<file path="src/rtl/pipe_pkg.sv">
// rtl/pipe_pkg.sv - shared types and helpers for the pipe_stage_buf stage buffer
package pipe_pkg;

    typedef enum logic [1:0] {
        EMPTY,
        PARTIAL,
        FULL
    } occ_e;

    function automatic int unsigned cnt_width(input int unsigned depth);
        return $clog2(depth + 1);
    endfunction

    // Pointers stay one bit wide for a single-entry buffer.
    function automatic int unsigned ptr_width(input int unsigned depth);
        return (depth > 1) ? $clog2(depth) : 1;
    endfunction

    function automatic logic [31:0] ptr_inc(input logic [31:0] ptr, input int unsigned depth);
        return (ptr == 32'(depth - 1)) ? 32'd0 : ptr + 32'd1;
    endfunction

    function automatic occ_e occ_state(input int unsigned cnt, input int unsigned depth);
        if (cnt == 0) begin
            return EMPTY;
        end
        if (cnt >= depth) begin
            return FULL;
        end
        return PARTIAL;
    endfunction

endpackage

</file>
<file path="src/rtl/pipe_stage_mem.sv">
// rtl/pipe_stage_mem.sv - DEPTH x WIDTH payload array, one write port, async read
module pipe_stage_mem #(
    parameter int WIDTH = 32,
    parameter int DEPTH = 2,
    parameter int PTR_W = 1
) (
    input  logic             clk,
    input  logic             wen,
    input  logic [PTR_W-1:0] waddr,
    input  logic [WIDTH-1:0] wdata,
    input  logic [PTR_W-1:0] raddr,
    output logic [WIDTH-1:0] rdata
);

    logic [WIDTH-1:0] mem_q [DEPTH];

    // Contents are deliberately left unreset; only pointers and count are cleared.
    always_ff @(posedge clk) begin
        if (wen) begin
            mem_q[waddr] <= wdata;
        end
    end

    assign rdata = mem_q[raddr];

endmodule

</file>
<file path="src/rtl/pipe_stage_buf.sv">
// rtl/pipe_stage_buf.sv - valid/ready circular stage buffer with flush and occupancy
// Optional zero-latency bypass when empty: define PIPE_STAGE_BYPASS_EN.
module pipe_stage_buf
    import pipe_pkg::*;
#(
    parameter int WIDTH = 32,
    parameter int DEPTH = 2,
    localparam int CNT_W = cnt_width(DEPTH)
) (
    input  logic             clk,
    input  logic             rst,
    input  logic             flush,
    input  logic             s_valid,
    output logic             s_ready,
    input  logic [WIDTH-1:0] s_data,
    output logic             m_valid,
    input  logic             m_ready,
    output logic [WIDTH-1:0] m_data,
    output logic [CNT_W-1:0] count
);

    localparam int PTR_W = ptr_width(DEPTH);
    localparam logic [CNT_W-1:0] CNT_FULL = CNT_W'(DEPTH);

    logic [PTR_W-1:0] head_q, head_d;
    logic [PTR_W-1:0] tail_q, tail_d;
    logic [CNT_W-1:0] count_q, count_d;
    logic [WIDTH-1:0] rdata;
    logic             empty, full, push, pop, byp, store, take;
    occ_e             occ;

    assign empty   = (count_q == '0);
    assign full    = (count_q == CNT_FULL);
    assign s_ready = ~full & ~flush;

`ifdef PIPE_STAGE_BYPASS_EN
    assign byp = empty & s_valid & ~flush;
`else
    assign byp = 1'b0;
`endif

    assign m_valid = (~empty & ~flush) | byp;
    assign m_data  = byp ? s_data : rdata;
    assign count   = count_q;

    assign push  = s_valid & s_ready;
    assign pop   = m_valid & m_ready;
    // A bypassed payload that is consumed the same cycle never touches storage.
    assign store = push & ~(byp & m_ready);
    assign take  = pop & ~byp;

    always_comb begin
        head_d  = head_q;
        tail_d  = tail_q;
        count_d = count_q;
        if (flush) begin
            head_d  = '0;
            tail_d  = '0;
            count_d = '0;
        end else begin
            if (store) begin
                tail_d = PTR_W'(ptr_inc(32'(tail_q), DEPTH));
            end
            if (take) begin
                head_d = PTR_W'(ptr_inc(32'(head_q), DEPTH));
            end
            case ({store, take})
                2'b10:   count_d = count_q + CNT_W'(1);
                2'b01:   count_d = count_q - CNT_W'(1);
                default: count_d = count_q;
            endcase
        end
    end

    always_ff @(posedge clk) begin
        if (rst) begin
            head_q  <= '0;
            tail_q  <= '0;
            count_q <= '0;
        end else begin
            head_q  <= head_d;
            tail_q  <= tail_d;
            count_q <= count_d;
        end
    end

    pipe_stage_mem #(
        .WIDTH(WIDTH),
        .DEPTH(DEPTH),
        .PTR_W(PTR_W)
    ) u_mem (
        .clk  (clk),
        .wen  (store),
        .waddr(tail_q),
        .wdata(s_data),
        .raddr(head_q),
        .rdata(rdata)
    );

    assign occ = occ_state(32'(count_q), DEPTH);

    a_cnt_range: assert property (@(posedge clk) disable iff (rst) count_q <= CNT_FULL);
    a_full_stall: assert property (@(posedge clk) disable iff (rst) (occ == FULL) |-> !s_ready);

endmodule

</file>
<file path="config.mk">
export PLATFORM = sky130hd
export DESIGN_NAME = pipe_stage_buf
export DESIGN_NICKNAME = d
export VERILOG_FILES = /design/src/rtl/pipe_pkg.sv /design/src/rtl/pipe_stage_mem.sv /design/src/rtl/pipe_stage_buf.sv
export SDC_FILE = /design/constraint.sdc
export NUM_CORES = 1
export LEC_CHECK = 0
export BUFFER_PORTS_ARGS = -buffer_cell sky130_fd_sc_hd__buf_4
export CAP_MARGIN = 20
export CORE_AREA = 2 2 73 75
export CTS_BUF_LIST = sky130_fd_sc_hd__clkbuf_4
export DETAILED_ROUTE_END_ITERATION = 8
export DIE_AREA = 0 0 75 77
export PLACE_DENSITY_LB_ADDON = 0.2
export SKIP_CTS_REPAIR_TIMING = 1
export SLEW_MARGIN = 20
export SYNTH_ARGS = -nofsm -noshare
export SYNTH_HDL_FRONTEND = slang
export SYNTH_SLANG_ARGS = --single-unit
</file>
<file path="constraint.sdc">
create_clock -name clk -period 3.4 [get_ports clk]
set_input_delay 0.68 -clock clk [delete_from_list [all_inputs] [get_ports clk]]
set_output_delay 0.68 -clock clk [all_outputs]
set_load 0.02 [all_outputs]
</file>
# == Word-level counts from Yosys, hierarchy flattened ==
# Memories as Yosys holds them, arrays and structs flattened. A register that Yosys moved wholly into a read port is not among the register bits.
# Index checks and enable logic that the tools add are counted.
# op_classes
addsub,4
n_bitwise,7
n_eq_ne,3
mux,7
n_reduce_logical,3
# op_table
operator,n
$mux W1,6
$and A1 B1 Y1,4
$eq A2 B2 Y1 const B,2
$pmux W2 S2,1
$not A1 Y1,3
$add A1 B1 Y1 const B,2
$add A2 B1 Y2 const B,1
$eq A2 B1 Y1 const B,1
$logic_not A2 Y1,1
$reduce_bool A2 Y1,1
$reduce_or A2 Y1,1
$sub A2 B1 Y2 const B,1
# totals
input_bits,37
reg_bits,4
mem_count,1
ramBits,64
out_inout_bits,36
elab_cells,28
# mem_list
name,depth,width,read_ports,rd_clocked_by_memory_dff,write_ports,line,text
u_mem.mem_q,2,32,1,1,1,pipe_stage_mem.sv:15,logic [WIDTH-1:0] mem_q [DEPTH];

# == Longest topological paths before layout ==
# logic_depth
ltp_word,6
mapped_depth,7
depth_no_buf,7

# == Modules after synthesis ==
# A second synthesis with hierarchy kept.
# hier_totals
cells_unflattened,128
area_unflattened_um2,2685.1
# modules_own_cells
module,seq_area_each_um2,cells_per_inst,instances,area_per_inst_um2
pipe_stage_mem,1921.8,102,1,2478.6
pipe_stage_buf,80.1,26,1,206.4

# == Worst setup path after synthesis ==
# Ideal clock, no wire load.
# synth_timing
path_type,input to register
from,in s_valid
to,mem u_mem.mem_q[0][0] (enable)
t_required_ns,2.979
arrival_time_ns,2.444
n_path_buf,0
setup_slack_ns,0.535
setup_ns,0.421
path_stages,3
cell_sequence,inv_1 or3_1 nor2_1
# synth_between
elab_chain_cells,3
# synth_lines
element,line,text
"start, declared",pipe_stage_buf.sv:13,"input logic s_valid,"
$and A1 B1 Y1,pipe_stage_buf.sv:46,assign push = s_valid & s_ready;
$mux W1,pipe_stage_mem.sv:19,if (wen) begin
$mux W1 (implied by the code),pipe_stage_mem.sv:20,mem_q[waddr] <= wdata;
"end, declared",pipe_stage_mem.sv:15,
# No other way between the ends.

==> impl_metrics.env <==
export IMPL_power_density_mw_per_mm2=501
export IMPL_setup_tns_ns=0
export IMPL_yosys_warnings=0
export IMPL_die_area_mm2=0.00578
export IMPL_max_cap_viol_count=0
export IMPL_rsz0062_at_grt="false"
export IMPL_clockRootBuffer="clkbuf_4"
export IMPL_syn_area_mm2=0.00254
export IMPL_place_port_buffers=72
export IMPL_start_util_pct=51.0
export IMPL_busiest_layer="met2"
export IMPL_antenna_found_initial=0
export IMPL_run_status="finished, final reports clean"
export IMPL_power_switching_w=0.000346
export IMPL_first_pass_iters=4
export IMPL_critPathKind="reg -> out"
export IMPL_grt_pass1_wl_um=6780
export IMPL_crit_path_end_kind="output pin"
export IMPL_antennaDiodeCount=0
export IMPL_rr_worst_depth=3
export IMPL_clock_power_share_pct=34.2
export IMPL_drt_wl_total_um=4440
export IMPL_synth_seq_area_share_pct=79.6
export IMPL_ctsHtreeMaxLevel=3
export IMPL_cp_required_ns=2.72
export IMPL_endpoint="m_data[8]"
export IMPL_fin_crit_sh_pct=64.6
export IMPL_synth_seq_cells=69
export IMPL_avgSynthCellArea_um2=19.7
export IMPL_clock_latency_ns=0.40
export IMPL_viasPerCell=4.86
export IMPL_grt_use_total_pct=16.6
export IMPL_antenna_left=0
export IMPL_nFillCells=355
export IMPL_row_count=26
export IMPL_syn_inst=129
export IMPL_num_vias=1389
export IMPL_drt_iter0_drc=93
export IMPL_cp_max_fo=16
export IMPL_yosys_area_top_type="edfxtp_1"
export IMPL_fin_nets=249
export IMPL_cts_sinks=69
export IMPL_finalPower_w=0.00167
export IMPL_path_clk_slew_ns=0.11
export IMPL_avgRoutedWirePerCell_um=15.5
export IMPL_max_slew_margin_pct=36.9
export IMPL_setup_viol=0
export IMPL_vdd_drop_max_mv=0.374
export IMPL_r2r_end="u_mem.mem_q[0][30]"
export IMPL_area_growth_pct=31.2
export IMPL_die_w_um=75
export IMPL_ios=73
export IMPL_use_met3_pct=4.60
export IMPL_cts_made_buffers=9
export IMPL_synth_nets=167
export IMPL_place_hpwl_um=2920
export IMPL_ys_types=18
export IMPL_synth_commonest_cells="64 x edfxtp_1, 30 x mux2_2, 7 x nor2_1, 5 x dfxtp_1"
export IMPL_use_met2_pct=26.0
export IMPL_grt_met1_usage_pct=20.0
export IMPL_synth_edf_count=64
export IMPL_yosysMostFrequentCell="edfxtp_1"
export IMPL_netlist_area_leader_share_pct=75.7
export IMPL_grt_max_degree=33
export IMPL_p_int_w=0.00132
export IMPL_core_area_mm2=0.00498
export IMPL_seqPwrFrac_pct=57.6
export IMPL_grt_pass1_vias=1429
export IMPL_tritoncts="done"
export IMPL_min_period_ns=2.20
export IMPL_crit_reg2reg_launch="count[0]"
export IMPL_routabilityCongestion=0.692
export IMPL_skew_ns=0.00974
export IMPL_maxSlewViolCount=0
export IMPL_drive_gt1_share_pct=56.0
export IMPL_synth_area_leaders="edfxtp_1 76%, mux2_2 13%, dfxtp_1 3.9%"
export IMPL_fmax_mhz=455
export IMPL_fin_cells=286
export IMPL_critPathLaunchType="flip-flop"
export IMPL_hold_viol_final=0
export IMPL_hold_class="in -> reg"
export IMPL_clockBufferDepth=2
export IMPL_die_y_um=77
export IMPL_combPwrFrac_pct=8.2
export IMPL_swShare_pct=20.8
export IMPL_place_inst=270
export IMPL_r2r_slack_ns=1.32
export IMPL_cellLeakagePower_nw=1.25
export IMPL_tightest_slew_ns=0.945
export IMPL_cp_data_arrival_time_ns=1.52
export IMPL_synthArstFlopShare_pct=0
export IMPL_ys_dominant_reg_cell="edfxtp_1"
export IMPL_grt_overflow=0
export IMPL_drc=0
-- placed cells by master, fill, tap and decap left out, drive strengths merged --
| cell type | synthesis | final |
|---|---|---|
| nor2 | 7 | 7 |
| mux2 | 32 | 32 |
| buf | 3 | 75 |
| and3 | 1 | 1 |
| bufinv | 0 | 2 |
| and2 | 1 | 1 |
| clkbuf | 1 | 10 |
| nor2b | 1 | 1 |
| o21ai | 3 | 3 |
| a21oi | 2 | 2 |
| ha | 1 | 1 |
| edfxtp | 64 | 64 |
| or3 | 3 | 3 |
| dfxtp | 5 | 5 |
| xor2 | 2 | 2 |
| or2 | 1 | 1 |
| inv | 1 | 1 |
| xnor2 | 1 | 1 |
| clkinv | 0 | 4 |
-- worst min-delay path by stage --
stage	slack, ns	start	end	cells past startpoint
2_1_floorplan	0.47	tail_q	tail_q	2
3_3_place_gp	0.49	head_q	head_q	2
3_5_place_dp	0.50	head_q	head_q	2
4_1_cts	0.43	s_data[31]	u_mem.mem_q[1][31]	1
5_1_grt	0.43	s_data[15]	u_mem.mem_q[1][15]	1
6_report	0.45	s_data[20]	u_mem.mem_q[1][20]	1
-- cells by family (layout without fill, tap and decap cells) --
group	count (synthesis)	after routing	synth area share (%)
adders and majority gates	1	1	0.493
DFF	69	69	79.6
and+or+nand+nor	14	14	2.76
xor gates and xnor gates	3	3	1.04
AOI/OAI and AO/OA	5	5	0.986
muxes	32	32	14.2
buffers and inverters	5	92	0.887
-- final cells by class --
class | count | area [um2] | area share (%)
Inverter | 1 | 3.75 | 0.113
Tap cell | 70 | 87.6 | 2.63
Clock buffer | 10 | 75.1 | 2.25
Clock inverter | 6 | 77.6 | 2.33
Multi-Input combinational cell | 55 | 502 | 15.1
Timing Repair Buffer | 75 | 563 | 16.9
Sequential cell | 69 | 2020 | 60.7
-- critical path, stage by stage (launching register included) --
cell	delay (ns)
dfxtp_1	0.34
buf_4	0.23
mux2_2	0.38
buf_4	0.16
-- power by group through the flow --
stage	clock, W	sequential (W)	combinational [W]
global placement	0	0.000978	0.000134
finish	0.000571	0.000961	0.000137
detailed placement	0	0.000980	0.000138
CTS	0.000584	0.000961	0.000139
global route	0.000620	0.000963	0.000147
floorplan	0	0.000979	0.0000614
-- per-layer routing --
metal,vias to the layer above,part of all wire [%]
met5,-,0
met4,0,2.9
met3,12,6.5
met2,52,50
met1,662,41
li1,663,-
-- registers in the layout, summed over array words and instances, names as in the netlist, named ones only --
name         cells
head_q           1
u_mem.mem_q     64
tail_q           1
count            2
-- metrics by stage --
step	worst slack, ns	util [%]	cell area (um2)	hold WS (ns)
after floorplan	0.535	-	2540	0.466
after global placement	1.06	63.9	3180	0.489
after detailed placement	1.01	63.9	3180	0.497
after CTS	1.16	66.9	3330	0.434
after global routing	1.13	66.9	3330	0.428
final	1.20	66.9	3330	0.453
Power figures use the tool's default switching activity.
